## config.mk

```make
export PLATFORM = sky130hd
export DESIGN_NAME = alu_pipe
export DESIGN_NICKNAME = d
export VERILOG_FILES = /design/src/rtl/alu_pkg.sv /design/src/rtl/alu_core.sv /design/src/rtl/alu_pipe.sv
export SDC_FILE = /design/constraint.sdc
export NUM_CORES = 1
export LEC_CHECK = 0
export ABC_AREA = 0
export BUFFER_PORTS_ARGS = -buffer_cell sky130_fd_sc_hd__buf_2
export CORE_ASPECT_RATIO = 1.1
export CORE_MARGIN = 2
export CORE_UTILIZATION = 25
export DETAILED_ROUTE_END_ITERATION = 16
export PLACE_DENSITY = 0.39
export SETUP_SLACK_MARGIN = 0.02
export SLEW_MARGIN = 10
export SYNTH_ARGS = -nofsm -noshare
export SYNTH_HDL_FRONTEND = slang
export SYNTH_SLANG_ARGS = --single-unit
export TNS_END_PERCENT = 1
```

## constraint.sdc

```tcl
create_clock -name i_clk -period 6.1 [get_ports i_clk]
set_clock_uncertainty 0.2 [all_clocks]
set_input_delay 1.22 -clock i_clk [delete_from_list [all_inputs] [get_ports i_clk]]
set_output_delay 1.22 -clock i_clk [all_outputs]
set_load 0.05 [all_outputs]
```

## src/rtl/alu_pkg.sv

```systemverilog
// Shared opcode encodings, flag bit positions and flag construction for the
// pipelined ALU and its combinational core.
package alu_pkg;

    localparam logic [2:0] OP_ADD  = 3'd0;
    localparam logic [2:0] OP_SUB  = 3'd1;
    localparam logic [2:0] OP_MAX  = 3'd2;
    localparam logic [2:0] OP_MIN  = 3'd3;
    localparam logic [2:0] OP_AND  = 3'd4;
    localparam logic [2:0] OP_ORR  = 3'd5;
    localparam logic [2:0] OP_XOR  = 3'd6;
    localparam logic [2:0] OP_XNOR = 3'd7;

    localparam int FLG_NEG  = 3;
    localparam int FLG_POS  = 2;
    localparam int FLG_ZERO = 1;
    localparam int FLG_OVF  = 0;

    // Flags of a zero result with no overflow.
    localparam logic [3:0] FLAG_RESET = 4'b0010;

    function automatic logic [3:0] make_flag(input logic neg, input logic zero, input logic ovf);
        logic [3:0] f;
        f            = '0;
        f[FLG_NEG]   = neg;
        f[FLG_POS]   = !neg && !zero;
        f[FLG_ZERO]  = zero;
        f[FLG_OVF]   = ovf;
        return f;
    endfunction

endpackage

```

## src/rtl/alu_core.sv

```systemverilog
// Combinational signed ALU: 8 operations, raw overflow detection, optional
// ADD/SUB saturation, and {NEG,POS,ZERO,OVF} flags of the final result.
module alu_core
    import alu_pkg::*;
#(
    parameter int WIDTH = 10
) (
    input  logic signed [WIDTH-1:0] i_a,
    input  logic signed [WIDTH-1:0] i_b,
    input  logic        [2:0]       i_oper,
    input  logic                    i_sat,
    output logic signed [WIDTH-1:0] o_result,
    output logic        [3:0]       o_flag
);

    localparam logic signed [WIDTH-1:0] SAT_MAX = {1'b0, {(WIDTH-1){1'b1}}};
    localparam logic signed [WIDTH-1:0] SAT_MIN = {1'b1, {(WIDTH-1){1'b0}}};

    logic signed [WIDTH-1:0] w_sum;
    logic signed [WIDTH-1:0] w_diff;
    logic signed [WIDTH-1:0] w_raw;
    logic signed [WIDTH-1:0] w_res;
    logic                    w_a_neg;
    logic                    w_b_neg;
    logic                    w_ovf;

    assign w_sum   = i_a + i_b;
    assign w_diff  = i_a - i_b;
    assign w_a_neg = i_a[WIDTH-1];
    assign w_b_neg = i_b[WIDTH-1];

    always_comb begin
        // NOTE: every signal written here gets a default first, so no path can infer a latch.
        w_raw = w_sum;
        w_ovf = 1'b0;
        case (i_oper)
            OP_ADD: begin
                w_raw = w_sum;
                w_ovf = (w_a_neg == w_b_neg) && (w_sum[WIDTH-1] != w_a_neg);
            end
            OP_SUB: begin
                w_raw = w_diff;
                w_ovf = (w_a_neg != w_b_neg) && (w_diff[WIDTH-1] != w_a_neg);
            end
            OP_MAX:  w_raw = (i_a >= i_b) ? i_a : i_b;
            OP_MIN:  w_raw = (i_a <= i_b) ? i_a : i_b;
            OP_AND:  w_raw = i_a & i_b;
            OP_ORR:  w_raw = i_a | i_b;
            OP_XOR:  w_raw = i_a ^ i_b;
            OP_XNOR: w_raw = ~(i_a ^ i_b);
            default: w_raw = w_sum;
        endcase
    end

    // Overflow is only ever raised by ADD/SUB, so it alone gates saturation.
    assign w_res    = (i_sat && w_ovf) ? (w_a_neg ? SAT_MIN : SAT_MAX) : w_raw;
    assign o_result = w_res;
    assign o_flag   = make_flag(w_res[WIDTH-1], w_res == '0, w_ovf);

endmodule

```

## src/rtl/alu_pipe.sv

```systemverilog
// Pipelined ALU with valid/ready handshake and full backpressure: optional
// operand register stage, output register stage, and a sticky overflow bit.
module alu_pipe
    import alu_pkg::*;
#(
    parameter int WIDTH  = 10,
    parameter bit REG_IN = 1'b1
) (
    input  logic                    i_clk,
    input  logic                    i_rst_n,
    input  logic                    i_valid,
    output logic                    o_ready,
    input  logic signed [WIDTH-1:0] i_data,
    input  logic signed [WIDTH-1:0] i_arg0,
    input  logic signed [WIDTH-1:0] i_arg1,
    input  logic        [2:0]       i_oper,
    input  logic                    i_imm,
    input  logic                    i_sat,
    output logic                    o_valid,
    input  logic                    i_ready,
    output logic signed [WIDTH-1:0] o_result,
    output logic        [3:0]       o_flag,
    input  logic                    i_clr_sticky,
    output logic                    o_sticky_ovf
);

    logic signed [WIDTH-1:0] w_a_in;
    logic signed [WIDTH-1:0] w_s1_a;
    logic signed [WIDTH-1:0] w_s1_b;
    logic        [2:0]       w_s1_oper;
    logic                    w_s1_sat;
    logic                    w_s1_valid;
    logic signed [WIDTH-1:0] w_core_result;
    logic        [3:0]       w_core_flag;
    logic                    w_s2_adv;

    logic                    r_o_valid;
    logic signed [WIDTH-1:0] r_result;
    logic        [3:0]       r_flag;
    logic                    r_sticky;

    assign w_a_in   = i_imm ? i_data : i_arg0;
    assign w_s2_adv = !r_o_valid || i_ready;

    generate
        if (REG_IN) begin : g_reg_in
            logic                    r_s1_valid;
            logic signed [WIDTH-1:0] r_s1_a;
            logic signed [WIDTH-1:0] r_s1_b;
            logic        [2:0]       r_s1_oper;
            logic                    r_s1_sat;
            logic                    w_s1_adv;

            assign w_s1_adv = !r_s1_valid || w_s2_adv;

            always_ff @(posedge i_clk or negedge i_rst_n) begin
                if (!i_rst_n) begin
                    r_s1_valid <= 1'b0;
                end else if (w_s1_adv) begin
                    r_s1_valid <= i_valid;
                end
            end

            // NOTE: the operand payload has no reset; r_s1_valid alone decides whether it is meaningful.
            always_ff @(posedge i_clk) begin
                if (w_s1_adv && i_valid) begin
                    r_s1_a    <= w_a_in;
                    r_s1_b    <= i_arg1;
                    r_s1_oper <= i_oper;
                    r_s1_sat  <= i_sat;
                end
            end

            assign o_ready    = w_s1_adv;
            assign w_s1_valid = r_s1_valid;
            assign w_s1_a     = r_s1_a;
            assign w_s1_b     = r_s1_b;
            assign w_s1_oper  = r_s1_oper;
            assign w_s1_sat   = r_s1_sat;
        end else begin : g_no_reg_in
            assign o_ready    = w_s2_adv;
            assign w_s1_valid = i_valid;
            assign w_s1_a     = w_a_in;
            assign w_s1_b     = i_arg1;
            assign w_s1_oper  = i_oper;
            assign w_s1_sat   = i_sat;
        end
    endgenerate

    alu_core #(
        .WIDTH (WIDTH)
    ) u_core (
        .i_a      (w_s1_a),
        .i_b      (w_s1_b),
        .i_oper   (w_s1_oper),
        .i_sat    (w_s1_sat),
        .o_result (w_core_result),
        .o_flag   (w_core_flag)
    );

    always_ff @(posedge i_clk or negedge i_rst_n) begin
        if (!i_rst_n) begin
            r_o_valid <= 1'b0;
            r_result  <= '0;
            r_flag    <= FLAG_RESET;
        end else if (w_s2_adv) begin
            // NOTE: non-blocking updates so every register samples values from before the edge.
            r_o_valid <= w_s1_valid;
            if (w_s1_valid) begin
                r_result <= w_core_result;
                r_flag   <= w_core_flag;
            end
        end
    end

    // A set on an accepted overflow output takes priority over a clear.
    always_ff @(posedge i_clk or negedge i_rst_n) begin
        if (!i_rst_n) begin
            r_sticky <= 1'b0;
        end else if (r_o_valid && i_ready && r_flag[FLG_OVF]) begin
            r_sticky <= 1'b1;
        end else if (i_clr_sticky) begin
            r_sticky <= 1'b0;
        end
    end

    assign o_valid      = r_o_valid;
    assign o_result     = r_result;
    assign o_flag       = r_flag;
    assign o_sticky_ovf = r_sticky;

endmodule
```

==> results.md <==
- Hold buffers post-CTS: 0
- Area of the core: 14900 sq um
- Sum of negative setup slack: 0 ps
- Min Tclk post-route: between 3000 and 4000 ps
- Max Cap Viol: 0
- Leak Pwr: between 1.5 and 2 nW
- Yosys reg bits: 40
- Vias: roughly 3.2k
- PwrDens: 247 nW/um^2
- Switching power total: approximately 0.00043 W
- IO Pins: between 50 and 60
- CTS Buffer Depth: 2
- H-tree depth: 2
- Synthesized area: roughly 3800 sq um
- Syn nets: roughly 480
- Synth top area share: around a fifth
- Hold_ws: between 200 and 300 ps
- Sink Count: 40
- Outcome: completed
- DRC: 0
- Worst Path Max Fanout: 11
- Clk Tree Root Cell: clkbuf_16
- Crit path from: g_reg_in.r_s1_a[4]
- Worst setup endpoint: o_flag[2]
- Switching share of power: 40.1%
- # rows: between 40 and 50
- Post-DR vias/cell: 4.97
- Tot Pwr: 0.00107 W
- Sequential power share: 32.6%
- EDFF count, synth: 24
- Worst Reg-to-Reg Cells: 11
- FF/Latch Area: ~1100 sq um
- Slew HR: 44.5%
- Cells after synthesis: roughly 400
- Worst-Skew Late Latency: 300 ps
- Largest net degree at the start of global routing: 25
- Die width: between 100 and 150 microns
- Synth top cells by count: nand2_1, ha_1, inv_1
- Internal power: around 0.00064 W
- Routed Antenna Nets: 0
- Final nets: approximately 530
- Final setup vio count: 0
- DIE HEIGHT: 133 microns
- Pins Over Slew Limit: 0
- Grt total ovfl: 0
- Initial antenna violation count: 0
- Routed wire length: between 10 and 15 mm
- Wire per inst: about 17 microns
- Critical Path Start Type: flip-flop
- Most numerous cell in the Yosys netlist: nand2_1
- Drt first pass iters: 5
- Reg2reg start: g_reg_in.r_s1_a[4]
- Combinational fraction of design power: 39.1%
- Vias in the first global route: 3377
- Seq/Total Area, Yosys: a little under 30%
- CP required: between 6000 and 7000 ps
- GP Congestion: 0.852
- RSZ-0062 raised after global routing: false
- Worst-Margin Slew: ~830 ps
- Crit. End Element: flip-flop
- Top post-synthesis cells by area: edfxtp_1, dfrtp_1, ha_1, nand2_1, a21oi_1
- Worst hold path class: reg -> reg
- First-pass GRT wire length: roughly 19 mm
- Die Area: roughly 16000 sq um
- Crit path arrival time: 3580 ps
- Maximum vdd drop: between 0.09 and 0.1 mV
- Final worst-path cycle share: 59.0%
- CP Class: reg -> reg
- Mapped Avg Cell Area: approximately 9.1 sq um
- DP HPWL: approximately 8.7 mm
- Post-CTS sizing: 0
- Met3 GRT Util: 3.45%
- Max Clk Rate: ~280 MHz
- Synth Warn #: 0
- Clock power share: ~28%
- Area Overhead vs Synth: 14.9%
- Critical R2R Capture: o_flag[2]
- # diodes: 0
- Starting Density: around a quarter
- Iteration-0 DRC Markers: 190
- Clock slew at reported path FFs: around 60 ps
- Share of layout cells above drive strength 1: a little under a quarter
- TritonCTS clock tree: yes
- Area of the multi-input gates: around 2400 sq um
- CTS Buf Count: 5
- Post-synth top area cell: edfxtp_1
- R2r setup slk: roughly 2500 ps
- Busiest grt layer: met2
- Fraction of registers with async set/reset: 40.0%
- GR Layer Usage met2: approximately a quarter
- Post-CTS Setup Inserts: 0
- IO Port Bufs: 56
- Final Core Density: slightly below 30%
- Fill count: between 1.5k and 2k
- Met1 Resource Use GR: 19.3%
- Total GRT Usage: between 10 and 15%
- Final hold viol count: 0
- Synth cell types: 77
- Most used DFF post-synth: edfxtp_1
stage by stage:
| step | area, sq um | setup WS, ps | instances |
|---|---|---|---|
| 4_1_cts | 4320 | 2510 | 654 |
| 3_5_place_dp | 4160 | 2530 | 646 |
| 3_3_place_gp | 4160 | 2480 | 646 |
| 2_1_floorplan | 3760 | 2980 | 412 |
| 5_1_grt | 4320 | 2280 | 654 |
| 6_report | 4320 | 2500 | 654 |
state kept, by name, indices dropped and copies added, names as in the netlist:
register / count
g_reg_in.r_s1_b: 10
o_flag: 3
g_reg_in.r_s1_sat: 1
g_reg_in.r_s1_oper: 3
g_reg_in.r_s1_a: 10
o_sticky_ovf: 1
o_valid: 1
o_result: 10
g_reg_in.r_s1_valid: 1
worst max-delay path: stages (launching register included):
cell	delay [ps]
edfxtp_1	470
inv_1	140
ha_1	570
nor2_1	140
a221oi_4	400
a21boi_4	180
o221a_4	310
o211ai_2	160
o211ai_1	220
nor4_1	370
nand4_1	170
a21boi_1	150
layer usage:
metal  vias to the layer above  part of all wire [%]
met3                        17                   6.6
met5                         -                     0
met4                         0                   2.2
li1                       1613                     -
met2                       104                    46
met1                      1515                    45
power by group through the flow:
stage	clock network [W]	logic, W	registers, W
after detailed placement	0	0.000418	0.000355
after CTS	0.000314	0.000420	0.000350
after global placement	0	0.000421	0.000354
after global routing	0.000326	0.000457	0.000354
after floorplan	0	0.000249	0.000422
final	0.000303	0.000419	0.000348
cell usage in the layout (no fill, tap or decap), drive strengths merged, types with 4 or more instances in the layout:
cell	synthesis	layout
a211oi	4	4
a21boi	4	4
a21o	6	6
a21oi	30	30
and2	5	5
and3	6	6
buf	15	59
clkbuf	5	6
dfrtp	15	15
edfxtp	24	24
ha	30	30
inv	31	33
mux2	11	11
mux2i	14	14
nand2	39	39
nand2b	7	7
nand3	14	14
nor2	20	20
nor3	10	10
nor4	6	6
o211ai	9	9
o21ai	34	34
o221ai	4	4
o31ai	6	6
xnor2	9	9
worst min path at each step:
stage	start	endpoint	cells after the start
floorplan	g_reg_in.r_s1_valid	o_valid	1
global placement	o_flag[1]	o_flag[1]	2
detailed placement	o_flag[1]	o_flag[1]	2
CTS	o_flag[1]	o_flag[1]	2
global route	o_flag[1]	o_flag[1]	2
finish	o_result[1]	o_result[1]	2
area by class of cell:
class / instances / share of cell area [%]
Clock buffer: 6 / 3.47
Multi-Input combinational cell: 320 / 54.8
Timing Repair Buffer: 59 / 7.01
Tap cell: 196 / 5.67
Inverter: 31 / 2.75
Clock inverter: 2 / 0.347
Sequential cell: 40 / 26.0
cells by family (layout without fill, tap and decap cells):
group / count (synthesis) / count (layout) / synth area share, %
AO/OA/AOI/OAI: 135 / 135 / 25.7
AND/OR/NAND/NOR: 119 / 119 / 16.9
buffers and inverters: 52 / 98 / 7.25
flip-flops: 40 / 40 / 29.8
adder cells (fa/ha/maj): 32 / 32 / 11.0
multiplexers: 25 / 25 / 7.12
XOR/XNOR: 9 / 9 / 2.10
Note: power is estimated with default switching activity, not from simulation.
